File: src/rtl/satvsmt_pkg.sv
// Shared constants and elaboration helpers for the satvsmt flip-flop pipeline.
// Widths, set/reset value and parameter legality are all derived here.
package satvsmt_pkg;

  function automatic bit regset_legal(string regset);
    return (regset == "SET") || (regset == "RESET");
  endfunction

  function automatic bit width_legal(int width);
    return (width >= 1) && (width <= 64);
  endfunction

  function automatic bit depth_legal(int depth);
    return (depth >= 1) && (depth <= 16);
  endfunction

  // Value loaded by LSR and at power-up: all-ones for "SET", all-zeros for "RESET".
  function automatic logic [63:0] srval(string regset, int width);
    logic [63:0] mask;
    mask = (width >= 64) ? {64{1'b1}} : ((64'd1 << width) - 64'd1);
    return (regset == "SET") ? mask : 64'd0;
  endfunction

  function automatic int tapw(int depth);
    return (depth <= 1) ? 1 : $clog2(depth);
  endfunction

  function automatic int fillw(int depth);
    return $clog2(depth + 1);
  endfunction

endpackage

File: src/rtl/satvsmt_ff_stage.sv
// One pipeline stage: a WIDTH-bit data register plus its valid bit, with
// synchronous LSR taking priority over the clock enable.
module satvsmt_ff_stage
  import satvsmt_pkg::*;
#(
  parameter int    WIDTH  = 8,
  parameter string REGSET = "SET"
) (
  input  logic             CLK,
  input  logic             LSR,
  input  logic             CE,
  input  logic [WIDTH-1:0] D,
  input  logic             V,
  output logic [WIDTH-1:0] Q,
  output logic             VQ
);

  localparam logic [WIDTH-1:0] SRVAL = WIDTH'(srval(REGSET, WIDTH));

  // Power-up contents match the post-LSR state.
  logic [WIDTH-1:0] data_q = SRVAL;
  logic [WIDTH-1:0] data_d;
  logic             valid_q = 1'b0;
  logic             valid_d;

  always_comb begin
    data_d  = data_q;
    valid_d = valid_q;
    if (CE) begin
      data_d  = D;
      valid_d = V;
    end
  end

  always_ff @(posedge CLK) begin
    if (LSR) begin
      data_q  <= SRVAL;
      valid_q <= 1'b0;
    end else begin
      data_q  <= data_d;
      valid_q <= valid_d;
    end
  end

  assign Q  = data_q;
  assign VQ = valid_q;

endmodule

File: src/rtl/satvsmt_ff_pipe.sv
// DEPTH-stage enabled shift pipeline with valid tracking, a saturating fill
// counter and a combinational tap onto any stage.
module satvsmt_ff_pipe
  import satvsmt_pkg::*;
#(
  parameter int    WIDTH  = 8,
  parameter int    DEPTH  = 4,
  parameter string REGSET = "SET",
  localparam int   TAPW   = tapw(DEPTH),
  localparam int   FILLW  = fillw(DEPTH)
) (
  input  logic             CLK,
  input  logic             LSR,
  input  logic             CE,
  input  logic [WIDTH-1:0] DI,
  input  logic             VI,
  input  logic [TAPW-1:0]  TAP,
  output logic [WIDTH-1:0] Q,
  output logic             VO,
  output logic [WIDTH-1:0] QTAP,
  output logic             VTAP,
  output logic [FILLW-1:0] FILL,
  output logic             PRIMED
);

  localparam logic [WIDTH-1:0] SRVAL = WIDTH'(srval(REGSET, WIDTH));

  if (!width_legal(WIDTH)) begin : g_bad_width
    $error("satvsmt_ff_pipe: WIDTH must be 1..64");
  end
  if (!depth_legal(DEPTH)) begin : g_bad_depth
    $error("satvsmt_ff_pipe: DEPTH must be 1..16");
  end
  if (!regset_legal(REGSET)) begin : g_bad_regset
    $error("satvsmt_ff_pipe: REGSET must be \"SET\" or \"RESET\"");
  end

  logic [WIDTH-1:0] stage_data  [DEPTH];
  logic             stage_valid [DEPTH];

  for (genvar i = 0; i < DEPTH; i++) begin : g_stage
    logic [WIDTH-1:0] d_in;
    logic             v_in;
    if (i == 0) begin : g_head
      assign d_in = DI;
      assign v_in = VI;
    end else begin : g_body
      assign d_in = stage_data[i-1];
      assign v_in = stage_valid[i-1];
    end
    satvsmt_ff_stage #(
      .WIDTH  (WIDTH),
      .REGSET (REGSET)
    ) u_stage (
      .CLK (CLK),
      .LSR (LSR),
      .CE  (CE),
      .D   (d_in),
      .V   (v_in),
      .Q   (stage_data[i]),
      .VQ  (stage_valid[i])
    );
  end

  assign Q  = stage_data[DEPTH-1];
  assign VO = stage_valid[DEPTH-1];

  // Counts enabled shifts since the last LSR, holding once the pipe is full.
  logic [FILLW-1:0] fill_q = '0;
  logic [FILLW-1:0] fill_d;

  always_comb begin
    fill_d = fill_q;
    if (CE && (fill_q != FILLW'(DEPTH))) begin
      fill_d = fill_q + FILLW'(1);
    end
  end

  always_ff @(posedge CLK) begin
    if (LSR) begin
      fill_q <= '0;
    end else begin
      fill_q <= fill_d;
    end
  end

  assign FILL   = fill_q;
  assign PRIMED = (fill_q == FILLW'(DEPTH));

  if (DEPTH == 1) begin : g_tap_single
    logic unused_tap;
    assign unused_tap = ^TAP;
    assign QTAP = stage_data[0];
    assign VTAP = stage_valid[0];
  end else begin : g_tap_mux
    // Indices past the last stage read back the idle (srval, invalid) value.
    always_comb begin
      QTAP = SRVAL;
      VTAP = 1'b0;
      if (int'(TAP) < DEPTH) begin
        QTAP = stage_data[TAP];
        VTAP = stage_valid[TAP];
      end
    end
  end

endmodule

File: config.mk
export PLATFORM = sky130hd
export DESIGN_NAME = satvsmt_ff_pipe
export DESIGN_NICKNAME = d
export VERILOG_FILES = /design/src/rtl/satvsmt_pkg.sv /design/src/rtl/satvsmt_ff_stage.sv /design/src/rtl/satvsmt_ff_pipe.sv
export SDC_FILE = /design/constraint.sdc
export NUM_CORES = 1
export LEC_CHECK = 0
export ABC_AREA = 1
export ABC_CLOCK_PERIOD_IN_PS = 2430
export BUFFER_PORTS_ARGS = -buffer_cell sky130_fd_sc_hd__buf_4
export CAP_MARGIN = 40
export CORE_MARGIN = 1.5
export CORE_UTILIZATION = 38
export CTS_BUF_LIST = sky130_fd_sc_hd__clkbuf_16
export DETAILED_ROUTE_END_ITERATION = 16
export HOLD_SLACK_MARGIN = 0.05
export PLACE_DENSITY = 0.7
export SLEW_MARGIN = 20
export SYNTH_ARGS = -nofsm -noshare
export SYNTH_HDL_FRONTEND = slang
export SYNTH_SLANG_ARGS = --single-unit
File: constraint.sdc
create_clock -name CLK -period 2.43 [get_ports CLK]
set_input_delay 0.243 -clock CLK [delete_from_list [all_inputs] [get_ports CLK]]
set_output_delay 0.243 -clock CLK [all_outputs]
set_load 0.01 [all_outputs]
Yosys cells after proc, flatten, opt, wreduce, memory -nomap -nowiden

Cells that the tools add are included.

Add/subtract/negate cells: 1
Multiply operators: 0
Div/mod/pow operators: 0
Magnitude comparators: 1
Eq/ne operators: 2
Shift operators: 0
Mux-type cells: 6
Bitwise operators: 1
Reductions and logical operators: 1

Operator list:

| kind                | number |
|---|---|
| $bmux 8 s2          | 1 |
| $mux 8              | 2 |
| $add 3x1->3 const B | 1 |
| $eq 3x3->1 const B  | 1 |
| $ge 3x3->1 const B  | 1 |
| $ne 3x3->1 const B  | 1 |
| $not 2->3           | 1 |
| $bmux 1 s2          | 1 |
| $mux 1              | 2 |
| $logic_and 1x1->1   | 1 |

Register bits after elaboration: 39
Latch bits: 0
Bits in writable memories: 0
Memory bits (read-only): 0
Input port bits: 14
Output and inout port bits: 22
Word-level logic and storage cells: 21
Memories: 0

Longest topological paths before layout

Gate-level depths: netlist of the first run.

Word-level depth: 4
Gate-level depth with buffers: 6

Hierarchy

A second synthesis of the first run with hierarchy kept.

Cell total of the unflattened synthesis: 286
Area, all modules: 1916.8 um^2

Modules (own cells, without submodules):

| module           | times used | cells each | area each (um^2) | sequential area each (um^2) |
|---|---|---|---|---|
| satvsmt_ff_stage | 4          | 41         | 332.8            | 180.2 |
| satvsmt_ff_pipe  | 1          | 122        | 585.6            | 60.1 |

Worst setup path before layout of the first run

OpenSTA, ideal clock, no wires.

Path type: register to output
Start: reg fill_q[0] (netlist: FILL[0])
End: out PRIMED
Data arrival time: 0.871 ns
Data required time: 2.187 ns
Path slack: 1.316 ns
Cell stages (with the launch flop): 5
Path buffers: 0
Path through: dfxtp_1 > inv_1 > ha_1 > nand2_1 > inv_1

Cells in the longest elaborated chain, start to end: 1

RTL lines:

| what                   | RTL line              | RTL |
|---|---|---|
| start, declared        | satvsmt_ff_pipe.sv:69 | `logic [FILLW-1:0] fill_q = '0;` |
| start signal, assigned | satvsmt_ff_pipe.sv:83 | `fill_q <= fill_d;` |
| $eq 3x3->1             | satvsmt_ff_pipe.sv:88 | `assign PRIMED = (fill_q == FILLW'(DEPTH));` |
| end, declared          | satvsmt_ff_pipe.sv:23 | `output logic PRIMED` |

No other way between the ends.

Worst setup path after layout of the first run

Ends and elaborated chain as after synthesis.

==> results of run 1 <==
-- layout by cell type, fill, tap and decap left out, drive strengths merged --
| master | instances |
|---|---|
| buf | 35 |
| dfxtp | 39 |
| o21ai | 21 |
| nand3 | 19 |
| clkinv | 3 |
| bufinv | 1 |
| clkbuf | 5 |
| or2 | 9 |
| nand2 | 66 |
| a21oi | 21 |
| o211ai | 8 |
| ha | 2 |
| inv | 26 |
| nor2 | 23 |
-- worst max path at each step --
stage / start / end / cells after the start
2_1_floorplan: FILL[0] / PRIMED / 4
3_3_place_gp: CE / g_stage[1].u_stage.VQ / 4
3_5_place_dp: CE / g_stage[3].u_stage.VQ / 4
4_1_cts: FILL[0] / PRIMED / 5
5_1_grt: FILL[0] / PRIMED / 5
6_report: FILL[0] / PRIMED / 5
-- kinds of logic (layout without fill, tap and decap cells) --
family | count (synthesis) | count (layout) | share of synthesized area [%]
adder cells (fa/ha/maj) | 2 | 2 | 1.41
buffers and inverters | 44 | 70 | 12.1
AND/OR/NAND/NOR | 117 | 117 | 27.3
flip-flops | 39 | 39 | 43.9
AO/OA/AOI/OAI | 50 | 50 | 15.4
-- flip-flops by register name, indices dropped and copies added, names as in the netlist --
register,flops
FILL,3
g_stage.u_stage.Q,32
g_stage.u_stage.VQ,4
-- area by class of cell --
class	instances	area [um^2]	share of cell area (%)
multi-input cells	169	785	36.3
flip-flops and latches	39	781	36.2
repair buffers	35	263	12.2
clock buffers	5	125	5.80
inverters	27	101	4.70
well taps	52	65.1	3.01
clock inverters	3	38.8	1.80
-- metrics by stage --
step,power (mW),util (%)
6_report,1.64,48.6
4_1_cts,1.66,48.6
2_1_floorplan,0.868,-
3_3_place_gp,0.936,44.9
3_5_place_dp,0.942,44.9
5_1_grt,1.72,48.6
-- power groups by stage --
stage                     Combinational [mW]  Clock, mW  Sequential, mW
final                                  0.218      0.717           0.708
after global routing                   0.249      0.764           0.713
after detailed placement               0.220          0           0.721
after global placement                 0.216          0           0.720
after CTS                              0.221      0.732           0.708
after floorplan                        0.145          0           0.723
-- critical path: cells and delay by family, from the launching register on --
kind / cells / cell delay (ns)
adder cells (fa/ha/maj): 1 / 0.21
buffers and inverters: 3 / 0.26
flip-flops: 1 / 0.40
AND/OR/NAND/NOR: 1 / 0.15
-- per-layer routing --
metal	up-vias	wire length, um	GRT usage [%]
met4	0	23	6.50
li1	847	-	-
met1	696	1830	20.6
met2	32	1590	22.5
met5	-	0	0
met3	3	159	3.94
==> results.rst, run 1 <==
.. list-table::
   :header-rows: 1

   * - Metric
     - Value
   * - Result of the run
     - complete, no violations
   * - Worst slew margin
     - 68.8%
   * - Number of pins with negative max-slew slack in the final report
     - 0
   * - Post-route worst setup slack
     - a little over 0.9 ns
   * - RSZ-0062 raised after global routing
     - false
   * - CTS tree
     - done
   * - Pin slew with the least headroom to its limit
     - 0.469 ns
   * - Sum of overflow across all layers after global routing
     - 0
   * - Filler-free cell count of the finished design
     - 330
   * - CP max stage cell
     - sky130_fd_sc_hd__dfxtp_1
   * - Largest stage delay on the critical path
     - 0.40 ns
   * - Cell area after layout
     - roughly 0.0022 mm^2
   * - Row count
     - 24
   * - Initial DRC count
     - around 110
   * - FF-to-FF End
     - FILL[0]
   * - Leakage power of the design
     - 1.08 nW
   * - Setup violations, final
     - 0
   * - Worst hold endpoint
     - g_stage[0].u_stage.Q[7]
   * - Net count reported at finish
     - around 290
   * - Switching share of total power
     - between 20% and 30%
   * - Inserted Diodes
     - 0
   * - Synth-to-Final Area Change
     - 21.2%
   * - Maximum clock path buffer count
     - 2
   * - Synthesized Nets
     - 268
   * - Skew final
     - between 0.003 and 0.004 ns
   * - First-pass GRT wire length
     - 6.15 mm
   * - Count of cell types in the netlist
     - 19
   * - Cell types with the highest counts after synthesis
     - sky130_fd_sc_hd__nand2_1, sky130_fd_sc_hd__dfxtp_1, sky130_fd_sc_hd__inv_1, sky130_fd_sc_hd__nor2_1, sky130_fd_sc_hd__a21oi_1
   * - Power dissipated by switching net loads
     - 0.386 mW
   * - Dominant cell type by area after synthesis
     - sky130_fd_sc_hd__dfxtp_1
   * - Die width
     - 71.5 um
   * - HP Class
     - primary input to flop
   * - Remaining antenna violation count
     - 0
   * - Detailed-route wire length
     - 3.61 mm
   * - Yosys warning total
     - 0
   * - Hold Fails Final Rpt
     - 0
   * - Worst EP arrival
     - 1.28 ns
   * - All-Layer GR Usage
     - 15.1%
   * - Clk pwr share
     - a little over two fifths
   * - Largest net degree at the start of global routing
     - 50
   * - Remaining DRCs
     - 0
   * - Seq pwr share
     - 43.1%
   * - Most used cell along the critical path
     - sky130_fd_sc_hd__inv_1
   * - Worst vdd rail ir drop
     - about 0.30 mV
   * - Total CTS buffers
     - 5
   * - Average instance area after synthesis
     - 7.07 um^2
   * - Initial antenna violation count
     - 0
   * - Number of iterations in the first detailed-routing pass
     - 6
   * - H-tree levels
     - 2
   * - I/O pin cnt
     - 36
   * - Core area
     - 0.00444 mm^2
   * - Via count of the first global-routing pass
     - about 1,400
   * - Share of the yosys chip area belonging to registers
     - 43.9%
   * - Fraction of post-synthesis cell area in the top cell type by area
     - 43.9%
   * - Maximum operating frequency
     - 657 MHz
   * - Die boundary height
     - 71.5 um
   * - Min Hold Slack
     - 0.176 ns
   * - Number of enable-type register cells in the synthesized netlist
     - 0
   * - Mean number of vias per cell
     - 4.78
   * - Placed inst area
     - 0.00199 mm^2
   * - Post-Synthesis Cells
     - 252
   * - PwrDens
     - 761 mW/mm^2
   * - Die outline area
     - 0.00511 mm^2
   * - HPWL after DPL
     - around 2.3 mm
   * - Root cell of the clock tree
     - sky130_fd_sc_hd__clkbuf_16
   * - Type of the setup path with the least slack
     - flop to output port
   * - Combinational cell fraction of total power
     - between 10% and 20%
   * - Number of hold buffers added after cts
     - 0
   * - GP Congestion
     - 0.743
   * - Via total after detailed routing
     - 1,578
   * - Worst R2R Setup Slack
     - around 1.3 ns
   * - Flops & latches, synth
     - 39
   * - Post-CTS setup buffers
     - 0
   * - Largest cells by area after synthesis
     - sky130_fd_sc_hd__dfxtp_1, sky130_fd_sc_hd__nand2_1, sky130_fd_sc_hd__a21oi_1, sky130_fd_sc_hd__nand3_1, sky130_fd_sc_hd__inv_1
   * - Cells on Worst Hold Path
     - 3
   * - Maxcap violations
     - 0
   * - TritonCTS sink count
     - 39
   * - Clock slew at reported path FFs
     - approximately 0.060 ns
   * - Critical Path RT
     - 2.19 ns
   * - Main synth FF type
     - sky130_fd_sc_hd__dfxtp_1
   * - Startpoint of the most critical register-to-register path
     - FILL[0]
   * - Final total negative setup slack
     - 0 ns
   * - Fraction of final layout cells sized beyond drive strength 1
     - 16.5%
   * - Cell-by-cell listing of the critical path
     - inv_1 -> ha_1 -> nand2_1 -> inv_1 -> buf_4
   * - Crit Path Max Fanout
     - 5
   * - Cell internal power dissipation
     - between 1 and 1.5 mW
   * - Number of fill cells
     - between 400 and 500
   * - Post-DR wirelength/cell
     - 10.9 um
   * - Post-CTS sizing
     - 0
   * - Final clock period utilization by the worst path
     - between 60 and 70%
   * - Cell count after placement
     - 322
   * - Number of cells traversed by the worst register-to-register path
     - 6
   * - Setup crit start kind
     - flop
   * - Clock latency at the later pin of the worst-skew pair
     - 0.28 ns
   * - Cell with the most instances after synthesis
     - sky130_fd_sc_hd__nand2_1
   * - Fraction of synthesis flops using an asynchronous set or reset pin
     - 0%
   * - Initial standard-cell utilization of the core
     - between 40 and 50%
   * - Pre-CTS setup slack
     - 1.07 ns
   * - Source of the worst hold timing path
     - DI[7]
   * - Kind of capture point of the worst setup path
     - output port
   * - Quantity of I/O buffers inserted on ports
     - 35
   * - Synthesized area
     - 0.00178 mm^2
   * - Minimum clock period
     - between 1.5 and 2 ns
No activity file was read; power rests on OpenSTA's default activity.
==> inputs of run 2 (changes only) <==
Settings changed: ABC_CLOCK_PERIOD_IN_PS 2430 to 1400, PLACE_DENSITY 0.7 to 0.72.
Clock period 2.43 ns to 1.4 ns, I/O delays scaled along.
==> run 2 against run 1 <==
Utilization is 0.84 points higher. Sequential share of layout area is 0.50 points lower. Critical endpoint unchanged. Final area is 1.7% higher. Largest power group unchanged. Via count is 1.3% higher. Combinational power is 79% higher. Critical path type unchanged. Final cell count is 0.61% higher. Clock-buffer cell count stayed put. Critical path depth stayed put. Highest routed layer unchanged.
==> results.rst, run 2 (synthesis gave the netlist of run 1 again) <==
.. list-table::
   :header-rows: 1

   * - Metric
     - Value
   * - Largest stage delay on the critical path
     - ~0.36 ns
   * - Crit Path Max Fanout
     - 5
   * - Post-DR wirelength/cell
     - 11.3 um
   * - Final clock period utilization by the worst path
     - 90.9%
   * - Skew final
     - 0.00607 ns
   * - Maxcap violations
     - 0
   * - Number of pins with negative max-slew slack in the final report
     - 0
   * - Initial antenna violation count
     - 0
   * - Cell count after placement
     - 323
   * - Row count
     - 24
   * - Setup crit start kind
     - flop
   * - Result of the run
     - complete, no violations
   * - Maximum clock path buffer count
     - 2
   * - HP Class
     - primary input to flop
   * - Fraction of final layout cells sized beyond drive strength 1
     - 18.6%
   * - Cell area after layout
     - between 0.002 and 0.0025 mm^2
   * - Number of flip-flops in the largest register
     - 32
   * - Initial standard-cell utilization of the core
     - 40.1%
   * - Via total after detailed routing
     - 1,598
   * - Post-route worst setup slack
     - about 0.13 ns
   * - Final total negative setup slack
     - 0 ns
   * - Die boundary height
     - 71.5 um
   * - I/O pin cnt
     - 36
   * - Core area
     - 0.00444 mm^2
   * - Maximum operating frequency
     - slightly below 800 MHz
   * - Critical Path RT
     - 1.26 ns
   * - Synth-to-Final Area Change
     - 23.3%
   * - Startpoint of the most critical register-to-register path
     - FILL[0]
   * - Initial DRC count
     - 94
   * - GP Congestion
     - 0.739
   * - Clock latency at the later pin of the worst-skew pair
     - 0.28 ns
   * - Placed inst area
     - 0.00201 mm^2
   * - Remaining antenna violation count
     - 0
   * - Worst EP arrival
     - 1.13 ns
   * - Die width
     - 71.5 um
   * - Via count of the first global-routing pass
     - 1,498
   * - Filler-free cell count of the finished design
     - 332
   * - HPWL after DPL
     - 2.37 mm
   * - Total CTS buffers
     - 5
   * - Clock slew at reported path FFs
     - 0.06 ns
   * - First-pass GRT wire length
     - 6.47 mm
   * - Number of fill cells
     - 435
   * - CTS tree
     - done
   * - All-Layer GR Usage
     - 16.2%
   * - Cells on Worst Hold Path
     - 3
   * - Worst R2R Setup Slack
     - 0.32 ns
   * - FF-to-FF End
     - FILL[0]
   * - Net count reported at finish
     - 295
   * - Hold Fails Final Rpt
     - 0
   * - Mean number of vias per cell
     - 4.81
   * - Source of the worst hold timing path
     - DI[6]
   * - Most used cells in the layout excluding fill and tap cells
     - sky130_fd_sc_hd__nand2_1, sky130_fd_sc_hd__dfxtp_1, sky130_fd_sc_hd__buf_4
   * - Leading cell type in the layout, fill and taps excluded
     - sky130_fd_sc_hd__nand2_1
   * - Kind of capture point of the worst setup path
     - output port
   * - Type of the setup path with the least slack
     - flop to output port
   * - Largest net degree at the start of global routing
     - 37
   * - Root cell of the clock tree
     - sky130_fd_sc_hd__clkbuf_16
   * - RSZ-0062 raised after global routing
     - false
   * - Inserted Diodes
     - 0
   * - Quantity of I/O buffers inserted on ports
     - 35
   * - Worst hold endpoint
     - g_stage[0].u_stage.Q[6]
   * - Setup violations, final
     - 0
   * - Leakage power of the design
     - between 1 and 1.5 nW
   * - Detailed-route wire length
     - 3.75 mm
   * - PwrDens
     - 1320 mW/mm^2
   * - Die outline area
     - 0.00511 mm^2
   * - Remaining DRCs
     - 0
   * - H-tree levels
     - 2
   * - Most used cell along the critical path
     - sky130_fd_sc_hd__inv_1
   * - Number of cells traversed by the worst register-to-register path
     - 7
   * - Sum of overflow across all layers after global routing
     - 0
   * - Pre-CTS setup slack
     - ~0.28 ns
   * - Pin slew with the least headroom to its limit
     - 0.469 ns
   * - TritonCTS sink count
     - 39
   * - Worst slew margin
     - 68.7%
   * - Number of iterations in the first detailed-routing pass
     - 6
   * - Minimum clock period
     - 1.27 ns
   * - CP max stage cell
     - sky130_fd_sc_hd__dfxtp_2
   * - Worst vdd rail ir drop
     - 0.685 mV
   * - Cell-by-cell listing of the critical path
     - inv_1 -> ha_1 -> nand2_2 -> inv_1 -> buf_4
run 2: changes by cell type in the layout (fill, tap and decap cells not counted), sizes merged:
cell	previous run	this run
buf	35	37
run 2: worst max path at each step:
stage	cells after the start	slack, ns	end	from
2_1_floorplan	6	0.34	FILL[0]	FILL[0]
3_3_place_gp	5	0.32	PRIMED	FILL[0]
3_5_place_dp	5	0.28	PRIMED	FILL[0]
4_1_cts	5	0.02	PRIMED	FILL[1]
5_1_grt	5	0.06	PRIMED	FILL[0]
6_report	5	0.13	PRIMED	FILL[0]
run 2: where the power goes:
group / switching (mW) / total [mW] / internal (mW)
combinational: 0.217 / 0.390 / 0.173
sequential: 0.0432 / 1.23 / 1.19
clock: 0.439 / 1.28 / 0.839
total: 0.699 / 2.90 / 2.20
run 2: final cells by class:
class                           count  area (um^2)  share of cell area, %
Clock buffer                        5          125                   5.70
Multi-Input combinational cell    169          787                   35.8
Tap cell                           52         65.1                   2.96
Clock inverter                      3         43.8                   1.99
Inverter                           27          101                   4.62
Timing Repair Buffer               37          290                   13.2
Sequential cell                    39          783                   35.7
run 2: critical path: cells and delay by family (launching register included):
kind	cells	cell delay, ns
AND/OR/NAND/NOR	1	0.07
adder cells (fa/ha/maj)	1	0.21
buffers and inverters	3	0.22
flip-flops	1	0.36
run 2: timing repair:
item	4_1_cts	5_1_grt
endpoints found under the setup margin	1	1
cloned	0	0
pin swaps	0	1
gates resized for setup	1	2
hold buffers	0	0
buffers inserted	0	1
run 2: metrics by stage:
stage	hold slack [ns]	power [mW]	utilization, %
floorplan	0.266	1.51	-
global placement	0.352	1.63	45.3
detailed placement	0.354	1.64	45.3
CTS	0.0579	2.93	49.2
global route	0.0674	3.04	49.4
finish	0.0611	2.90	49.4
run 2: per-layer routing:
metal  track usage, %  wire (um)
met1             20.4       1880
met2             25.4       1630
met3             3.94        156
met4             9.43         82
met5                0          0
==> inputs of run 3 (changes only) <==
Settings changed: PLACE_DENSITY 0.72 to 0.71, SYNTH_HIERARCHICAL set to 1.
==> run 3 against run 2 <==
Combinational power up 7.7%. Sequential cell count unchanged. Routed wire length down 0.77%. Sequential share of layout area down 2.1 points.
==> results.rst, run 3 <==
.. list-table::
   :header-rows: 1

   * - Metric
     - Value
   * - Count of cell types in the netlist
     - 18
   * - Detailed-route wire length
     - around 3.7 mm
   * - Synthesized area
     - 0.00192 mm^2
   * - Maximum operating frequency
     - 742 MHz
   * - Min Hold Slack
     - approximately 0.071 ns
   * - Initial DRC count
     - 94
   * - Dominant cell type by area after synthesis
     - sky130_fd_sc_hd__dfxtp_1
   * - Clock slew at reported path FFs
     - 0.05 ns
   * - Most used cell along the critical path
     - sky130_fd_sc_hd__inv_1
   * - Setup violations, final
     - 0
   * - Average instance area after synthesis
     - 6.70 um^2
   * - Crit Path Max Fanout
     - 5
   * - Leakage power of the design
     - 1.29 nW
   * - Quantity of I/O buffers inserted on ports
     - 35
   * - Remaining antenna violation count
     - 0
   * - Mean number of vias per cell
     - between 4 and 5
   * - Number of enable-type register cells in the synthesized netlist
     - 0
   * - Core area
     - 0.00479 mm^2
   * - I/O pin cnt
     - 36
   * - Worst slew margin
     - between 70% and 80%
   * - TritonCTS sink count
     - 39
   * - Cell-by-cell listing of the critical path
     - inv_1 -> ha_1 -> nand2_2 -> inv_1 -> buf_4
   * - Clock latency at the later pin of the worst-skew pair
     - 0.27 ns
   * - First-pass GRT wire length
     - approximately 6.4 mm
   * - Row count
     - 25
   * - Remaining DRCs
     - 0
   * - HPWL after DPL
     - around 2.7 mm
   * - Sum of overflow across all layers after global routing
     - 0
   * - Placed inst area
     - 0.00219 mm^2
   * - Die width
     - 74.0 um
   * - Post-Synthesis Cells
     - around 290
   * - Minimum clock period
     - 1.35 ns
   * - Main synth FF type
     - sky130_fd_sc_hd__dfxtp_1
   * - Final clock period utilization by the worst path
     - 96.3%
   * - Most used cells in the layout excluding fill and tap cells
     - sky130_fd_sc_hd__nand2_1, sky130_fd_sc_hd__nand3_1, sky130_fd_sc_hd__dfxtp_1
   * - Kind of capture point of the worst setup path
     - output port
   * - Die outline area
     - 0.00548 mm^2
   * - CP max stage cell
     - sky130_fd_sc_hd__dfxtp_1
   * - Critical Path RT
     - 1.26 ns
   * - Maxcap violations
     - 0
   * - HP Class
     - primary input to flop
   * - Number of iterations in the first detailed-routing pass
     - 4
   * - Largest cells by area after synthesis
     - sky130_fd_sc_hd__dfxtp_1, sky130_fd_sc_hd__nand2_1, sky130_fd_sc_hd__nand3_1, sky130_fd_sc_hd__inv_1, sky130_fd_sc_hd__nor2_1
   * - Setup crit start kind
     - flop
   * - Net count reported at finish
     - 337
   * - Worst vdd rail ir drop
     - 0.647 mV
   * - Hold Fails Final Rpt
     - 0
   * - Largest stage delay on the critical path
     - between 0.3 and 0.4 ns
   * - Synth-to-Final Area Change
     - 21.6%
   * - H-tree levels
     - 2
   * - Total CTS buffers
     - 5
   * - Worst EP arrival
     - 1.21 ns
   * - CTS tree
     - done
   * - Share of the yosys chip area belonging to registers
     - 40.7%
   * - Number of flip-flops in the largest register
     - 32
   * - Pin slew with the least headroom to its limit
     - between 0.3 and 0.4 ns
   * - Yosys warning total
     - 6
   * - Root cell of the clock tree
     - sky130_fd_sc_hd__clkbuf_16
   * - Die boundary height
     - 74.0 um
   * - Largest net degree at the start of global routing
     - 37
   * - GP Congestion
     - 0.797
   * - Number of fill cells
     - 497
   * - Leading cell type in the layout, fill and taps excluded
     - sky130_fd_sc_hd__nand2_1
   * - All-Layer GR Usage
     - 15.0%
   * - Cells on Worst Hold Path
     - 3
   * - Number of hold buffers added after cts
     - 0
   * - Initial antenna violation count
     - 0
   * - Fraction of synthesis flops using an asynchronous set or reset pin
     - 0%
   * - Inserted Diodes
     - 0
   * - Post-DR wirelength/cell
     - 9.58 um
   * - Fraction of final layout cells sized beyond drive strength 1
     - 21.8%
   * - PwrDens
     - approximately 1200 mW/mm^2
   * - Type of the setup path with the least slack
     - flop to output port
   * - Via count of the first global-routing pass
     - between 1,000 and 1,500
   * - Cell types with the highest counts after synthesis
     - sky130_fd_sc_hd__nand2_1, sky130_fd_sc_hd__nand3_1, sky130_fd_sc_hd__dfxtp_1
   * - Maximum clock path buffer count
     - 2
   * - Number of pins with negative max-slew slack in the final report
     - 0
   * - Flops & latches, synth
     - 39
   * - Via total after detailed routing
     - around 1,600
   * - Fraction of post-synthesis cell area in the top cell type by area
     - 40.7%
   * - Number of cells traversed by the worst register-to-register path
     - 6
   * - Initial standard-cell utilization of the core
     - about 40%
   * - Result of the run
     - complete, no violations
   * - Cell area after layout
     - 0.00233 mm^2
   * - Skew final
     - around 0.0030 ns
   * - Cell with the most instances after synthesis
     - sky130_fd_sc_hd__nand2_1
   * - Synthesized Nets
     - 302
[run 3: cell types whose count changed in the layout (fill, tap and decap cells not counted), sizes merged, moves of 8 or more]
cell	previous run	this run
a21oi	21	2
inv	26	34
nand3	19	43
nand2	66	114
o211ai	8	0
o21ai	21	1
[run 3: final timing paths]
path / startpoint / to / slack (ns)
setup / recovery: FILL[1] / PRIMED / 0.05
hold / removal: DI[5] / g_stage[0].u_stage/Q[5] / 0.07
setup reg to reg: FILL[1] / FILL[1] / 0.35
hold reg to reg: g_stage[3].u_stage/Q[1] / g_stage[3].u_stage/Q[1] / 0.48
[run 3: cell type report]
cell class / instances / area, um^2 / area share (%)
Clock inverter: 2 / 8.76 / 0.376
Sequential cell: 39 / 782 / 33.5
Timing Repair Buffer: 37 / 278 / 11.9
Multi-Input combinational cell: 200 / 891 / 38.2
Tap cell: 67 / 83.8 / 3.60
Inverter: 38 / 163 / 6.98
Clock buffer: 5 / 125 / 5.37
[run 3: logic make-up (layout without fill, tap and decap cells)]
family	Yosys count	count (layout)	share of synthesized area, %
AO/OA/AOI/OAI	3	3	0.783
adder cells (fa/ha/maj)	2	2	1.31
buffers and inverters	47	82	12.9
flip-flops	39	39	40.7
AND/OR/NAND/NOR	195	195	44.3
[run 3: metal layers]
metal | track usage (%) | up-vias | share of wire (%) | wire, um
met5 | 0 | - | 0 | 0
li1 | - | 933 | - | -
met1 | 17.9 | 675 | 46 | 1720
met4 | 5.56 | 0 | 1.4 | 51
met2 | 26.5 | 26 | 49 | 1810
met3 | 3.25 | 5 | 3.6 | 133
[run 3: through the flow]
| step | TNS [ns] | std cells | setup slack, ns | utilization (%) | total power, mW |
|---|---|---|---|---|---|
| floorplan | 0 | 286 | 0.335 | - | 1.54 |
| global placement | 0 | 381 | 0.328 | 45.8 | 1.68 |
| detailed placement | 0 | 381 | 0.279 | 45.8 | 1.69 |
| CTS | 0 | 388 | 0.0180 | 48.7 | 2.74 |
| global route | -0.00744 | 388 | -0.00744 | 48.7 | 2.83 |
| finish | 0 | 388 | 0.0521 | 48.7 | 2.70 |
[run 3: where the power goes]
group	internal (mW)	switching (mW)	leakage, nW	total, mW
clock network	0.639	0.392	0.0671	1.03
registers	1.19	0.0610	0.324	1.25
logic	0.188	0.232	0.895	0.420
[run 3: worst max-delay path, delay by kind of cell (launching register included)]
| family | cells | cell delay (ns) |
|---|---|---|
| adder cells (fa/ha/maj) | 1 | 0.20 |
| AND/OR/NAND/NOR | 1 | 0.11 |
| flip-flops | 1 | 0.38 |
| buffers and inverters | 3 | 0.24 |
[run 3: timing repair]
action | CTS | global route
gates resized for setup | 1 | 1
setup buffers | 0 | 0
endpoints found under the setup margin | 1 | 1
